===== src/rtl/datapath_sequencer_if.sv =====
// Fetch-to-sequencer instruction handshake: one 32-bit LEGv8 word per valid/ready transfer.
interface datapath_sequencer_if;
  logic        instr_valid;
  logic [31:0] instr;
  logic        instr_ready;

  modport master (output instr_valid, output instr, input instr_ready);
  modport slave  (input instr_valid, input instr, output instr_ready);
endinterface


===== src/rtl/datapath_sequencer.sv =====
// Multi-cycle LEGv8 control sequencer: done 2 cycles after accept (loads LOAD_CYCLES+1); accepts only in IDLE.
// Optional flag register built when DPSEQ_FLAGREG_EN is defined, otherwise flags_q is tied low.
module datapath_sequencer #(
  parameter int LOAD_CYCLES = 2
) (
  input  logic                 clk,
  input  logic                 reset,
  datapath_sequencer_if.slave  fetch,
  input  logic [3:0]           flags,
  output logic [4:0]           Rd,
  output logic [4:0]           Rm,
  output logic [4:0]           Rn,
  output logic [8:0]           Daddr9,
  output logic [11:0]          Imm12,
  output logic [1:0]           Shamt,
  output logic [15:0]          Imm16,
  output logic                 Reg2Loc,
  output logic                 ALUSrc,
  output logic                 MemToReg,
  output logic                 RegWrite,
  output logic                 MemWrite,
  output logic                 MemRead,
  output logic                 ChooseImm,
  output logic                 xferByte,
  output logic                 ChooseMovk,
  output logic                 ChooseMovz,
  output logic [2:0]           ALUOp,
  output logic [3:0]           flags_q,
  output logic                 done,
  output logic                 illegal
);

  typedef enum logic [1:0] {IDLE, EXEC, MEM, DONE} state_t;
  typedef enum logic [3:0] {
    OP_ILL, OP_ADDI, OP_ADDS, OP_SUBS, OP_STUR, OP_STURB,
    OP_LDUR, OP_LDURB, OP_MOVK, OP_MOVZ
  } op_t;

  localparam logic [1:0] MEM_LAST = 2'(LOAD_CYCLES - 2);

  function automatic op_t decode(input logic [31:0] w);
    op_t op;
    op = OP_ILL;
    if (w[31:22] == 10'b1001000100)     op = OP_ADDI;
    else if (w[31:23] == 9'b111100101)  op = OP_MOVK;
    else if (w[31:23] == 9'b110100101)  op = OP_MOVZ;
    else begin
      case (w[31:21])
        11'b10101011000: op = OP_ADDS;
        11'b11101011000: op = OP_SUBS;
        11'b11111000000: op = OP_STUR;
        11'b00111000000: op = OP_STURB;
        11'b11111000010: op = OP_LDUR;
        11'b00111000010: op = OP_LDURB;
        default:         op = OP_ILL;
      endcase
    end
    return op;
  endfunction

  state_t      state, state_n;
  op_t         op_q, dec_in;
  logic [31:0] ir;
  logic [1:0]  cnt;
  logic        illegal_q;
  logic        ready, accept;
  logic        is_load, is_store, is_byte;

  assign ready             = (state == IDLE);
  assign fetch.instr_ready = ready;
  assign accept            = fetch.instr_valid & ready;
  assign dec_in            = decode(fetch.instr);

  assign is_load  = (op_q == OP_LDUR) || (op_q == OP_LDURB);
  assign is_store = (op_q == OP_STUR) || (op_q == OP_STURB);
  assign is_byte  = (op_q == OP_STURB) || (op_q == OP_LDURB);

  always_ff @(posedge clk or negedge reset) begin
    if (!reset) begin
      state     <= IDLE;
      op_q      <= OP_ILL;
      ir        <= '0;
      cnt       <= '0;
      illegal_q <= 1'b0;
    end else begin
      state     <= state_n;
      illegal_q <= 1'b0;
      if (accept) begin
        ir        <= fetch.instr;
        op_q      <= dec_in;
        illegal_q <= (dec_in == OP_ILL);
      end
      if (state == EXEC)     cnt <= '0;
      else if (state == MEM) cnt <= cnt + 2'd1;
    end
  end

  always_comb begin
    state_n = state;
    case (state)
      IDLE:    if (accept && dec_in != OP_ILL) state_n = EXEC;
      EXEC:    state_n = is_load ? MEM : DONE;
      MEM:     if (cnt == MEM_LAST) state_n = DONE;
      DONE:    state_n = IDLE;
      default: state_n = IDLE;
    endcase
  end

  // Controls are only ever non-zero in EXEC and MEM.
  always_comb begin
    Reg2Loc    = 1'b0;
    ALUSrc     = 1'b0;
    MemToReg   = 1'b0;
    RegWrite   = 1'b0;
    MemWrite   = 1'b0;
    MemRead    = 1'b0;
    ChooseImm  = 1'b0;
    xferByte   = 1'b0;
    ChooseMovk = 1'b0;
    ChooseMovz = 1'b0;
    ALUOp      = 3'b000;
    case (state)
      EXEC: begin
        Reg2Loc = !is_store;
        case (op_q)
          OP_ADDI: begin
            ChooseImm = 1'b1;
            ALUSrc    = 1'b1;
            ALUOp     = 3'b010;
            RegWrite  = 1'b1;
          end
          OP_ADDS: begin
            ALUOp    = 3'b010;
            RegWrite = 1'b1;
          end
          OP_SUBS: begin
            ALUOp    = 3'b011;
            RegWrite = 1'b1;
          end
          OP_STUR, OP_STURB: begin
            ALUSrc   = 1'b1;
            ALUOp    = 3'b010;
            MemWrite = 1'b1;
            xferByte = is_byte;
          end
          OP_LDUR, OP_LDURB: begin
            ALUSrc   = 1'b1;
            MemToReg = 1'b1;
            MemRead  = 1'b1;
            ALUOp    = 3'b010;
            xferByte = is_byte;
          end
          OP_MOVK: begin
            ChooseMovk = 1'b1;
            RegWrite   = 1'b1;
          end
          OP_MOVZ: begin
            ChooseMovz = 1'b1;
            RegWrite   = 1'b1;
          end
          default: ;
        endcase
      end
      MEM: begin
        Reg2Loc  = 1'b1;
        ALUSrc   = 1'b1;
        MemToReg = 1'b1;
        MemRead  = 1'b1;
        ALUOp    = 3'b010;
        xferByte = is_byte;
        RegWrite = (cnt == MEM_LAST);
      end
      default: ;
    endcase
  end

  assign done    = (state == DONE);
  assign illegal = illegal_q;

  assign Rd     = ir[4:0];
  assign Rn     = ir[9:5];
  assign Rm     = ir[20:16];
  assign Daddr9 = ir[20:12];
  assign Imm12  = ir[21:10];
  assign Imm16  = ir[20:5];
  assign Shamt  = ir[22:21];

`ifdef DPSEQ_FLAGREG_EN
  logic [3:0] flags_r;

  always_ff @(posedge clk or negedge reset) begin
    if (!reset)
      flags_r <= '0;
    else if (state == EXEC && (op_q == OP_ADDS || op_q == OP_SUBS))
      flags_r <= flags;
  end

  assign flags_q = flags_r;
`else
  logic unused_flags;
  assign unused_flags = ^flags;
  assign flags_q      = 4'b0000;
`endif

endmodule


===== src/flat_wrapper.sv =====
// flat-port wrapper written by rule: the top's interface ports become plain ports
module datapath_sequencer_flat 
#(
  parameter int LOAD_CYCLES = 2
)
  (clk, reset, flags, Rd, Rm, Rn, Daddr9, Imm12, Shamt, Imm16, Reg2Loc, ALUSrc, MemToReg, RegWrite, MemWrite, MemRead, ChooseImm, xferByte, ChooseMovk, ChooseMovz, ALUOp, flags_q, done, illegal, fetch_instr_valid, fetch_instr, fetch_instr_ready);
  datapath_sequencer_if fetch_i ();
  input  logic clk;
  input  logic reset;
  input  logic [3:0] flags;
  output logic [4:0] Rd;
  output logic [4:0] Rm;
  output logic [4:0] Rn;
  output logic [8:0] Daddr9;
  output logic [11:0] Imm12;
  output logic [1:0] Shamt;
  output logic [15:0] Imm16;
  output logic Reg2Loc;
  output logic ALUSrc;
  output logic MemToReg;
  output logic RegWrite;
  output logic MemWrite;
  output logic MemRead;
  output logic ChooseImm;
  output logic xferByte;
  output logic ChooseMovk;
  output logic ChooseMovz;
  output logic [2:0] ALUOp;
  output logic [3:0] flags_q;
  output logic done;
  output logic illegal;
  input wire logic [$bits(fetch_i.instr_valid)-1:0] fetch_instr_valid;
  input wire logic [$bits(fetch_i.instr)-1:0] fetch_instr;
  output wire logic [$bits(fetch_i.instr_ready)-1:0] fetch_instr_ready;
  assign fetch_i.instr_valid = fetch_instr_valid;
  assign fetch_i.instr = fetch_instr;
  assign fetch_instr_ready = fetch_i.instr_ready;
  datapath_sequencer #(.LOAD_CYCLES(LOAD_CYCLES)) u_core (.clk(clk), .reset(reset), .fetch(fetch_i), .flags(flags), .Rd(Rd), .Rm(Rm), .Rn(Rn), .Daddr9(Daddr9), .Imm12(Imm12), .Shamt(Shamt), .Imm16(Imm16), .Reg2Loc(Reg2Loc), .ALUSrc(ALUSrc), .MemToReg(MemToReg), .RegWrite(RegWrite), .MemWrite(MemWrite), .MemRead(MemRead), .ChooseImm(ChooseImm), .xferByte(xferByte), .ChooseMovk(ChooseMovk), .ChooseMovz(ChooseMovz), .ALUOp(ALUOp), .flags_q(flags_q), .done(done), .illegal(illegal));
endmodule

===== config.mk =====
export PLATFORM = sky130hd
export DESIGN_NAME = datapath_sequencer_flat
export DESIGN_NICKNAME = d
export VERILOG_FILES = /design/src/rtl/datapath_sequencer_if.sv /design/src/rtl/datapath_sequencer.sv /design/src/flat_wrapper.sv
export SDC_FILE = /design/constraint.sdc
export NUM_CORES = 1
export LEC_CHECK = 0
export CAP_MARGIN = 25
export CORE_MARGIN = 5
export CORE_UTILIZATION = 34
export CTS_CLUSTER_DIAMETER = 50
export DETAILED_ROUTE_END_ITERATION = 8
export PLACE_DENSITY_LB_ADDON = 0.2
export SYNTH_ARGS = -nofsm -noshare
export SYNTH_HDL_FRONTEND = slang
export SYNTH_SLANG_ARGS = --single-unit

===== constraint.sdc =====
create_clock -name clk -period 1.7 [get_ports clk]
set_input_delay 0.34 -clock clk [delete_from_list [all_inputs] [get_ports clk]]
set_output_delay 0.34 -clock clk [all_outputs]
set_load 0.1 [all_outputs]

==> out/metrics.cfg <==
[placed_design]
finalWeightedCongestion = 0.860
dp.final_hpwl_um = 4730
port_buffers = 103

[logic_synthesis]
yosys_warnings = 0
netlist_area_mm2 = 0.00191
post_synth.cell_area_avg_um2 = 10.3
synthDominantCellAreaShare_pct = 41.9
synth_seq_cells = 32
synth.yosys.seq_area_share_pct = 41.9
post_synth_num_cell_types = 36
synthTopCellsByArea = dfrtp_1 (42%), buf_4 (15%), mux2_1 (14%)
netlist.top_cell.by_area = dfrtp_1
synth_cells = 186

[critical_path]
critical_path_buf_inv_count = 3
path_delay_family = buffers and inverters
critPathMaxStageDelay_ps = 360
timing.critical_path.from = u_core.state[1]$_DFFE_PN0P_
endpoint_required_time_on_the_critical_path_ps = 1360
regToRegSetupSlack_ps = 150
cp.arrival_ps = 1640
worstReg2RegStart = u_core.state[1]$_DFFE_PN0P_
crit_chain = inv_2 -> buf_4 -> ha_4 -> nand2_4 -> nor4_4 -> buf_12
worst-r2r-cell-count = 6
setup.worst_path.end_class = primary output
timing.critical_path.from_type = flip-flop
crit_path_top_delay_cell = dfrtp_1
worstReg2RegEnd = u_core.ir[14]$_DFFE_PN0P_
max_fanout_on_critical_path = 5
setup.worst_path.class = flip-flop to primary output

[die]
boundaryPins = 113
die_h_um = 85.0
initial_utilization_pct = 34.9
core_box_area_mm2 = 0.00547
rows = 27
die_w_um = 85.0
fp.dieArea_mm2 = 0.00722

[sta]
clock-skew-final_ps = 3.77
final-max-slew-violation-count = 0
layout_worst_path_cycle_share_pct = 117
fmax_mhz = 504
final-setup-viol-count = 12
tns_ps = -2730
final_period_minus_worst_setup_slack_ps = 1980
final_critical_path_setup_slack_ps = -284
grt_setup_unrepaired = true
hold_viol_final = 0
fin_worst_hold_slack_ps = 450

[route]
dr.first_iter.drc_count = 94
dr_wl_met3_um = 512
wl_met2_um = 3240
wirelength_met1_um = 2050
drt_pre_antenna_iters = 4
ant_nets = 0
detail_route.vias_per_cell = 4.76
drc = 0
routedWlPerCell_um = 16.2
top_layer_used = met4
postRouteWirelength_um = 5920
vias = 1743

[run_status]
failed_checks = negative setup slack
outcome = finished, violations left

[clock_tree]
clkLatencyLatePin_ps = 280
clock_net_sink_count = 32
clock_buffer_depth = 2
post_cts_hold_buffer_count = 0
cts-htree-levels = 2
cts_buffers = 5
path_clk_slew_ps = 70
tritoncts = built
ctsRootBufferMaster = clkbuf_8

[worst_hold_path]
hp-class = input port to async pin

[global_routing]
grt_overflow_total = 0
number_of_antenna_violations_at_the_first_check_in_global_routing = 0
grt_pass1_vias = 1952
grt_start_max_net_pins = 33
global_route.usage.total_pct = 16.7
grt_first_pass_wirelength_um = 9690

[layout]
nFillCells = 359
antenna_cells = 0
net_total_in_the_final_layout = 337
area.growth.synth_to_final_pct = 113
layout-drive-gt1-share_pct = 51.0

[flow_run]
maxCapViolations = 0

[Yosys cell counts (all sizes together)]
library cell and n:
a22oi 1, ha 5, a31oi 2, a21o 2, nand3 3, and3 1
nand4 1, nor3 5, or4b 1, xor2 1, o21ai 6, clkbuf 1
nor3b 1, conb 1, o21bai 1, nor2b 7, inv 8, o311ai 1
nor4 4, and4bb 1, nor2 12, mux2 23, buf 40, o32a 1
a2111oi 1, o21a 3, a22o 2, o32ai 1, dfrtp 32, nand2b 3
a21oi 6, nand2 9
[registers in the layout (all words and copies together), names as in the netlist]
signal	count
u_core.ir	23
u_core.illegal	1
u_core.cnt	2
u_core.op_q	4
u_core.state	2
[cells by family after synthesis]
| family | count (synthesis) | synth area share, % |
|---|---|---|
| fa+ha+maj | 5 | 3.27 |
| other cells | 1 | 0.196 |
| xor+xnor | 1 | 0.458 |
| mux | 23 | 13.6 |
| compound gates | 27 | 9.95 |
| flops | 32 | 41.9 |
| simple gates | 48 | 13.6 |
| buf+inv | 49 | 17.1 |
[cell type report]
type / instances / area, um2 / area share, %
Tap cell: 72 / 90.1 / 2.21
Multi-Input combinational cell: 109 / 1020 / 25.2
Inverter: 8 / 30.0 / 0.738
Timing Repair Buffer: 137 / 2010 / 49.5
Clock buffer: 8 / 100 / 2.46
Sequential cell: 32 / 811 / 19.9
[worst max path at each step]
| stage | slack [ps] | cells after the start | end |
|---|---|---|---|
| 6_report | -280 | 6 | ALUOp[0] |
| 5_1_grt | -370 | 6 | ALUOp[0] |
| 4_1_cts | -290 | 6 | ALUOp[0] |
| 3_5_place_dp | -210 | 7 | u_core.state[1]$_DFFE_PN0P_ |
| 3_3_place_gp | -190 | 5 | u_core.state[1]$_DFFE_PN0P_ |
| 2_1_floorplan | -510 | 4 | ALUOp[0] |
[placed cells by master, fill, tap and decap left out, drive strengths merged, types with 3 or more instances in the layout]
cell type        n
nand3            3
mux2            23
nand2b           3
dfrtp           32
nor3             5
nor4             4
clkbuf           8
inv              8
nand2            9
a21oi            6
buf            103
clkdlybuf4s50   32
nor2            12
nor2b            7
o21a             3
ha               5
conb             5
o21ai            6
[worst reg2reg max path: stages (launching register included)]
cell and delay, ps:
dfrtp_1 360, inv_2 60, buf_4 140, ha_4 180, nand2_2 100, buf_4 240, mux2_1 360
[per-layer routing]
metal / vias to the layer above / track usage, %
met2: 69 / 30.4
met5: - / 0
met3: 11 / 7.09
met4: 0 / 5.61
met1: 850 / 17.2
li1: 813 / -
[per-stage QoR]
stage | setup WS [ps] | cell area, um2 | util, % | std cells
2_1_floorplan | -510 | 2110 | - | 190
3_3_place_gp | -192 | 3790 | 69.3 | 348
3_5_place_dp | -211 | 3790 | 69.3 | 348
4_1_cts | -290 | 3990 | 72.8 | 360
5_1_grt | -369 | 4070 | 74.3 | 366
6_report | -284 | 4070 | 74.3 | 366
[repair_timing]
item	CTS	global route
pin swaps	4	6
setup buffers	4	6
endpoints found under the setup margin	13	14
resized for setup	15	8
Power is left out: the tool's default activity adds up to more than one toggle a clock period on the data nets, which glitch-free logic cannot reach.
